`src/rtl/bcd_display_pkg.sv`:
```
// Purpose : shared types and constants for the two-digit BCD seven-segment scanner.
// Latency : n/a (types, constants and a pure function only).
// Backpressure: n/a.
//
// Contents:
//   scan_state_t  - refresh FSM states (ones slot, gap, tens slot, gap)
//   SEG_* / AN_*  - active-low segment and anode patterns
//   digit_pattern - nibble to active-high {g,f,e,d,c,b,a} pattern
package bcd_display_pkg;

  typedef enum logic [1:0] {
    S_ONES = 2'd0,
    S_GAP1 = 2'd1,
    S_TENS = 2'd2,
    S_GAP2 = 2'd3
  } scan_state_t;

  // Active-low segment words {g,f,e,d,c,b,a}
  localparam logic [6:0] SEG_BLANK = 7'h7F;
  localparam logic [6:0] SEG_DASH  = 7'h3F;

  // Active-low anode words; an[0] drives the ones digit, an[1] the tens digit
  localparam logic [1:0] AN_OFF  = 2'b11;
  localparam logic [1:0] AN_ONES = 2'b10;
  localparam logic [1:0] AN_TENS = 2'b01;

  // Active-high segment pattern for one nibble. Anything that is not a
  // decimal digit lights only segment g so corrupt input shows as a dash.
  function automatic logic [6:0] digit_pattern(input logic [3:0] nib);
    logic [6:0] pat;
    case (nib)
      4'd0:    pat = 7'h3F;
      4'd1:    pat = 7'h06;
      4'd2:    pat = 7'h5B;
      4'd3:    pat = 7'h4F;
      4'd4:    pat = 7'h66;
      4'd5:    pat = 7'h6D;
      4'd6:    pat = 7'h7D;
      4'd7:    pat = 7'h07;
      4'd8:    pat = 7'h7F;
      4'd9:    pat = 7'h6F;
      default: pat = 7'h40;
    endcase
    return pat;
  endfunction

endpackage

```
`src/rtl/bcd_to_7seg.sv`:
```
// Purpose : decode one BCD nibble to an active-low seven-segment word.
// Latency : combinational, zero cycles.
// Backpressure: none; pure function of the input.
//
// Ports:
//   digit  in  4  BCD nibble (10-15 are shown as a dash)
//   seg_n  out 7  active-low segments {g,f,e,d,c,b,a}
module bcd_to_7seg
  import bcd_display_pkg::*;
(
  input  logic [3:0] digit,
  output logic [6:0] seg_n
);

  // The display is common-anode, so a lit segment is a low output.
  always_comb begin
    seg_n = ~digit_pattern(digit);
  end

endmodule

```
`src/rtl/bcd_display_mux.sv`:
```
// Purpose : time-multiplexed two-digit common-anode display driver for packed BCD.
// Latency : load visible on seg one cycle after capture; seg/an/dp/frame registered (1 cycle behind FSM).
// Backpressure: none; load is a capture strobe, the scan free-runs and never stalls.
//
// Ports:
//   clk     in   1  system clock
//   reset   in   1  synchronous, active-high reset
//   bcd_in  in   8  packed BCD, [7:4] tens, [3:0] ones
//   load    in   1  capture bcd_in into the holding register this edge
//   seg     out  7  active-low segments {g,f,e,d,c,b,a}
//   dp      out  1  active-low decimal point, held off
//   an      out  2  active-low anodes, an[0] ones, an[1] tens
//   frame   out  1  one-cycle pulse marking the end of a full scan
//
// Build option: define LEADING_ZERO_BLANK_EN to blank the tens digit when it is
// zero (the slot still takes its full dwell time, anodes simply stay off).
module bcd_display_mux
  import bcd_display_pkg::*;
#(
  parameter int unsigned REFRESH_DIV = 16,
  parameter int unsigned GAP_CYCLES  = 2,
  parameter int unsigned CNT_W       = 16
) (
  input  logic       clk,
  input  logic       reset,
  input  logic [7:0] bcd_in,
  input  logic       load,
  output logic [6:0] seg,
  output logic       dp,
  output logic [1:0] an,
  output logic       frame
);

  // Terminal counts for the two kinds of slot
  localparam logic [CNT_W-1:0] DIGIT_LAST = CNT_W'(REFRESH_DIV - 1);
  localparam logic [CNT_W-1:0] GAP_LAST   = CNT_W'(GAP_CYCLES - 1);

  logic [7:0]       hold;
  scan_state_t      state;
  scan_state_t      state_nxt;
  logic [CNT_W-1:0] cnt;
  logic             slot_last;

  logic [3:0]       dec_digit;
  logic [6:0]       dec_seg;

  logic [6:0]       seg_nxt;
  logic [1:0]       an_nxt;
  logic             frame_nxt;

  // ---------------------------------------------------------------------------
  // Scan sequencing: each state dwells until its counter reaches the last
  // cycle of the slot, then the counter clears on the same edge it advances.
  // ---------------------------------------------------------------------------
  always_comb begin
    slot_last = 1'b0;
    case (state)
      S_ONES, S_TENS: slot_last = (cnt == DIGIT_LAST);
      S_GAP1, S_GAP2: slot_last = (cnt == GAP_LAST);
      default:        slot_last = 1'b1;
    endcase
  end

  always_comb begin
    state_nxt = state;
    if (slot_last) begin
      case (state)
        S_ONES:  state_nxt = S_GAP1;
        S_GAP1:  state_nxt = S_TENS;
        S_TENS:  state_nxt = S_GAP2;
        S_GAP2:  state_nxt = S_ONES;
        default: state_nxt = S_ONES;
      endcase
    end
  end

  // ---------------------------------------------------------------------------
  // Single shared decoder; the nibble is chosen by the slot being lit.
  // Outputs are computed from the current holding value, so a load on edge N
  // shows up on the outputs registered at edge N+1.
  // ---------------------------------------------------------------------------
  always_comb begin
    dec_digit = (state == S_TENS) ? hold[7:4] : hold[3:0];
  end

  bcd_to_7seg u_dec (
    .digit (dec_digit),
    .seg_n (dec_seg)
  );

  always_comb begin
    seg_nxt = SEG_BLANK;
    an_nxt  = AN_OFF;
    case (state)
      S_ONES: begin
        an_nxt  = AN_ONES;
        seg_nxt = dec_seg;
      end
      S_TENS: begin
`ifdef LEADING_ZERO_BLANK_EN
        if (hold[7:4] == 4'd0) begin
          an_nxt  = AN_OFF;
          seg_nxt = SEG_BLANK;
        end else begin
          an_nxt  = AN_TENS;
          seg_nxt = dec_seg;
        end
`else
        an_nxt  = AN_TENS;
        seg_nxt = dec_seg;
`endif
      end
      // Both gaps keep every anode dark so the previous digit's segment
      // pattern cannot ghost onto the next digit while drivers settle.
      default: begin
        an_nxt  = AN_OFF;
        seg_nxt = SEG_BLANK;
      end
    endcase
  end

  always_comb begin
    frame_nxt = (state == S_GAP2) && slot_last;
  end

  // ---------------------------------------------------------------------------
  // State, holding register and registered outputs
  // ---------------------------------------------------------------------------
  always_ff @(posedge clk) begin
    if (reset) begin
      hold  <= 8'h00;
      state <= S_ONES;
      cnt   <= '0;
      seg   <= SEG_BLANK;
      an    <= AN_OFF;
      dp    <= 1'b1;
      frame <= 1'b0;
    end else begin
      if (load) begin
        hold <= bcd_in;
      end
      state <= state_nxt;
      cnt   <= slot_last ? '0 : cnt + 1'b1;
      seg   <= seg_nxt;
      an    <= an_nxt;
      dp    <= 1'b1;
      frame <= frame_nxt;
    end
  end

endmodule

```
`config.mk`:
```
export PLATFORM = sky130hd
export DESIGN_NAME = bcd_display_mux
export DESIGN_NICKNAME = d
export VERILOG_FILES = /design/src/rtl/bcd_display_pkg.sv /design/src/rtl/bcd_to_7seg.sv /design/src/rtl/bcd_display_mux.sv
export SDC_FILE = /design/constraint.sdc
export NUM_CORES = 1
export LEC_CHECK = 0
export ABC_AREA = 1
export BUFFER_PORTS_ARGS = -buffer_cell sky130_fd_sc_hd__buf_2
export CAP_MARGIN = 15
export CORE_MARGIN = 3
export CORE_UTILIZATION = 60
export CTS_BUF_LIST = sky130_fd_sc_hd__clkbuf_8
export DETAILED_ROUTE_END_ITERATION = 10
export HOLD_SLACK_MARGIN = 0.15
export PLACE_DENSITY_LB_ADDON = 0.12
export SLEW_MARGIN = 40
export SYNTH_ARGS = -nofsm -noshare
export SYNTH_HDL_FRONTEND = slang
export SYNTH_SLANG_ARGS = --single-unit
```
`constraint.sdc`:
```
create_clock -name clk -period 3.2 [get_ports clk]
set_input_delay 0.64 -clock clk [delete_from_list [all_inputs] [get_ports clk]]
set_output_delay 0.64 -clock clk [all_outputs]
set_load 0.01 [all_outputs]
```
==> summary.txt <==
Status
  – Status: complete, no violations

Global routing
  – First-pass GRT wire length: 5.395 mm
  – Initial antenna violation count: 0
  – GRT overflow: 0
  – Vias in the first global route: 1,258
  – Largest net degree at the start of global routing: 17
  – Gr usage total: 19.78%

Placement
  – Dpl cell area: 0.001906 mm2
  – PortBufs: 20
  – Final GP Congestion: 0.8347
  – DPL Wire Length: 2.295 mm

Setup path
  – Critical path capture point type: flip-flop
  – Arr. time, crit path: 2.33 ns
  – WP depth: 8
  – Critical path class: flip-flop to flip-flop
  – CP Launch Type: flip-flop
  – Crit path largest cell delay: 0.42 ns
  – Slowest cell on crit path: o21ai_0
  – CP bufs+invs: 2
  – Critical path cell sequence: inv_1, ha_1, o21ai_0, inv_1, ha_1, or2_2, o211ai_1, nand2_1
  – Cell family with most CP delay: adder cells
  – WP data required: 3.37 ns
  – Worst Path Max Fanout: 8
  – R2R depth: 8

Logic synthesis
  – Syn Std Cell Area: 0.001802 mm2
  – Syn Nets: 267
  – Top post-synthesis cells by area: dfxtp_1 40%, nand2_1 11%, nor2_1 8.3%
  – Seq/Total Area, Yosys: 40.00%
  – Syn_area_per_cell: 7.354 um2
  – Count of unique library cells instantiated by Yosys: 27
  – Synth area leader: dfxtp_1
  – Synth warn: 0
  – Gate count of the mapped netlist: 245
  – FF+latch count, synth: 36
  – Synth top area share: 40.00%

Final layout
  – Fill cell count: 239
  – Final instance area: 0.001996 mm2
  – Nets@finish: 290
  – Layout overhead on the synthesized area: 10.76%
  – # diodes: 0
  – Layout cell share with drive strength beyond 1: 18.59%

Job
  – Max cap viols: 0

Detailed routing
  – Post-Route WL: 3.198 mm
  – 1st-pass router iterations: 4
  – Iter 0 DRT Violations: 73
  – DR DRC count: 0
  – Antenna viol nets, final: 0
  – Routed WL per cell: 10.66 um
  – Vias/cell: 4.973
  – Routed vias: 1,492

Clock tree
  – Worst-skew pair later-pin latency: 0.28 ns
  – CTS tree: yes
  – Clock-pin slew on the worst setup and hold paths: 0.07 ns
  – CTS H-tree lvls: 2
  – CTS Buf Count: 5
  – Maximum root-to-sink buffer count: 2
  – Setup Buffers After CTS: 0
  – Sink Count: 36
  – Root Driver: clkbuf_8
  – Hold buffers post-CTS: 0
  – Resize count post-CTS: 0

Floorplanning
  – Die width: 60.80 um
  – Die area: 0.003697 mm2
  – Row Count: 19
  – Ports: 22
  – Die H: 60.80 um
  – Core ar.: 0.002805 mm2
  – Initial core utilization: 64.23%

Min path
  – Min-Delay Path Class: flip-flop to flip-flop
  – Worst hold path cell count: 2

STA
  – Slew Limit Fails: 0
  – Setup TNS: 0 ns
  – Fmax: 461.7 MHz
  – Final hold vios: 0
  – Tcrit/Tclk final: 67.68%
  – Crit path time final: 2.166 ns
  – Setup Skew: 0.005941 ns
  – RSZ-0062 raised after global routing: no
  – Final Setup Violations: 0

Power
  – Leak: 0.8438 nW
  – Pwr per Cell Area: 439.8 mW/mm2
  – Worst vdd ir: 0.3284 mV
==> cells by family after synthesis <==
logic type | after synthesis | synth area share (%)
AND/OR/NAND/NOR | 127 | 31.67
flip-flops | 36 | 40.00
buffers and inverters | 35 | 8.403
AO/OA/AOI/OAI | 29 | 9.167
adder cells (fa/ha/maj) | 11 | 7.639
XOR/XNOR | 6 | 2.917
other | 1 | 0.2081
==> layout make-up <==
type,count,area (um2),area share [%]
Sequential cell,36,720.7,36.11
Timing Repair Buffer,20,100.1,5.016
Inverter,31,116.4,5.831
Clock buffer,6,82.58,4.138
Tap cell,31,38.79,1.944
Clock inverter,2,7.507,0.3762
Multi-Input combinational cell,174,929.6,46.58
==> state kept, by name (all words and copies together) (netlist names) <==
signal and flops:
hold 8, frame 1, an 2, seg 7
cnt 16, state 2
==> layer usage <==
metal | up-vias | share of wire [%] | track usage (%)
met5 | - | 0 | 0
met4 | 0 | 1.4 | 7.740
met3 | 4 | 6.0 | 5.957
met2 | 34 | 39 | 28.09
met1 | 644 | 53 | 27.93
li1 | 810 | - | -
==> stage by stage <==
| step | std cells | util (%) | hold WS, ns | setup WS (ns) | power (mW) |
|---|---|---|---|---|---|
| after global placement | 292 | 67.93 | 0.4478 | 1.164 | 0.5695 |
| after detailed placement | 292 | 67.93 | 0.4519 | 1.039 | 0.5703 |
| after floorplan | 245 | - | 0.4286 | 1.272 | 0.5478 |
| after CTS | 300 | 71.14 | 0.4603 | 1.024 | 0.8840 |
| final | 300 | 71.14 | 0.4598 | 1.034 | 0.8778 |
| after global routing | 300 | 71.14 | 0.4851 | 0.8500 | 0.9233 |
==> final timing paths <==
path              startpoint  slack (ns)      end
setup / recovery    state[0]        1.03   seg[0]
hold / removal       hold[1]        0.46  hold[1]
setup reg to reg    state[0]        1.03   seg[0]
hold reg to reg      hold[1]        0.46  hold[1]
==> cell usage in the layout, fill, tap and decap left out <==
master and n:
nand3_4 1, a21oi_2 3, nand3_2 1, o211ai_1 2, xor2_1 5, a21oi_1 10
nor2_2 9, o21ai_0 13, or2_4 1, buf_2 20, nand2_2 3, or2_2 2
dfxtp_1 36, nand2_1 54, o21ai_2 1, nor2_1 40, conb_1 1, clkbuf_8 6
xnor2_1 1, nand3_1 8, inv_1 31, nand2_4 1, ha_1 11, nor3_1 1
nand4_1 6, inv_2 2
==> Yosys cell counts <==
cell and instances:
nor2_1 40, nand4_1 6, xnor2_1 1, dfxtp_1 36
buf_4 1, o211ai_1 2, or2_4 1, xor2_1 5
nand3_2 1, nand2_4 1, buf_12 1, nor2_2 9
o21ai_2 1, nand3_4 1, a21oi_2 3, ha_1 11
conb_1 1, nand2_1 54, inv_1 29, inv_2 2
o21ai_0 13, clkbuf_1 2, a21oi_1 10, nand3_1 8
or2_2 2, nand2_2 3, nor3_1 1
==> worst min-delay path: cells and delay by family (launching register included) <==
kind	cells	cell delay, ns
flops	1	0.29
buf+inv	1	0.06
compound gates	1	0.06
==> power breakdown <==
group,switching (mW),internal [mW],leakage [nW]
Sequential,0.00874,0.468,0.296
Combinational,0.0524,0.0320,0.494
Clock,0.148,0.169,0.0538
Total,0.209,0.669,0.844
(Power assumes the default switching activity.)
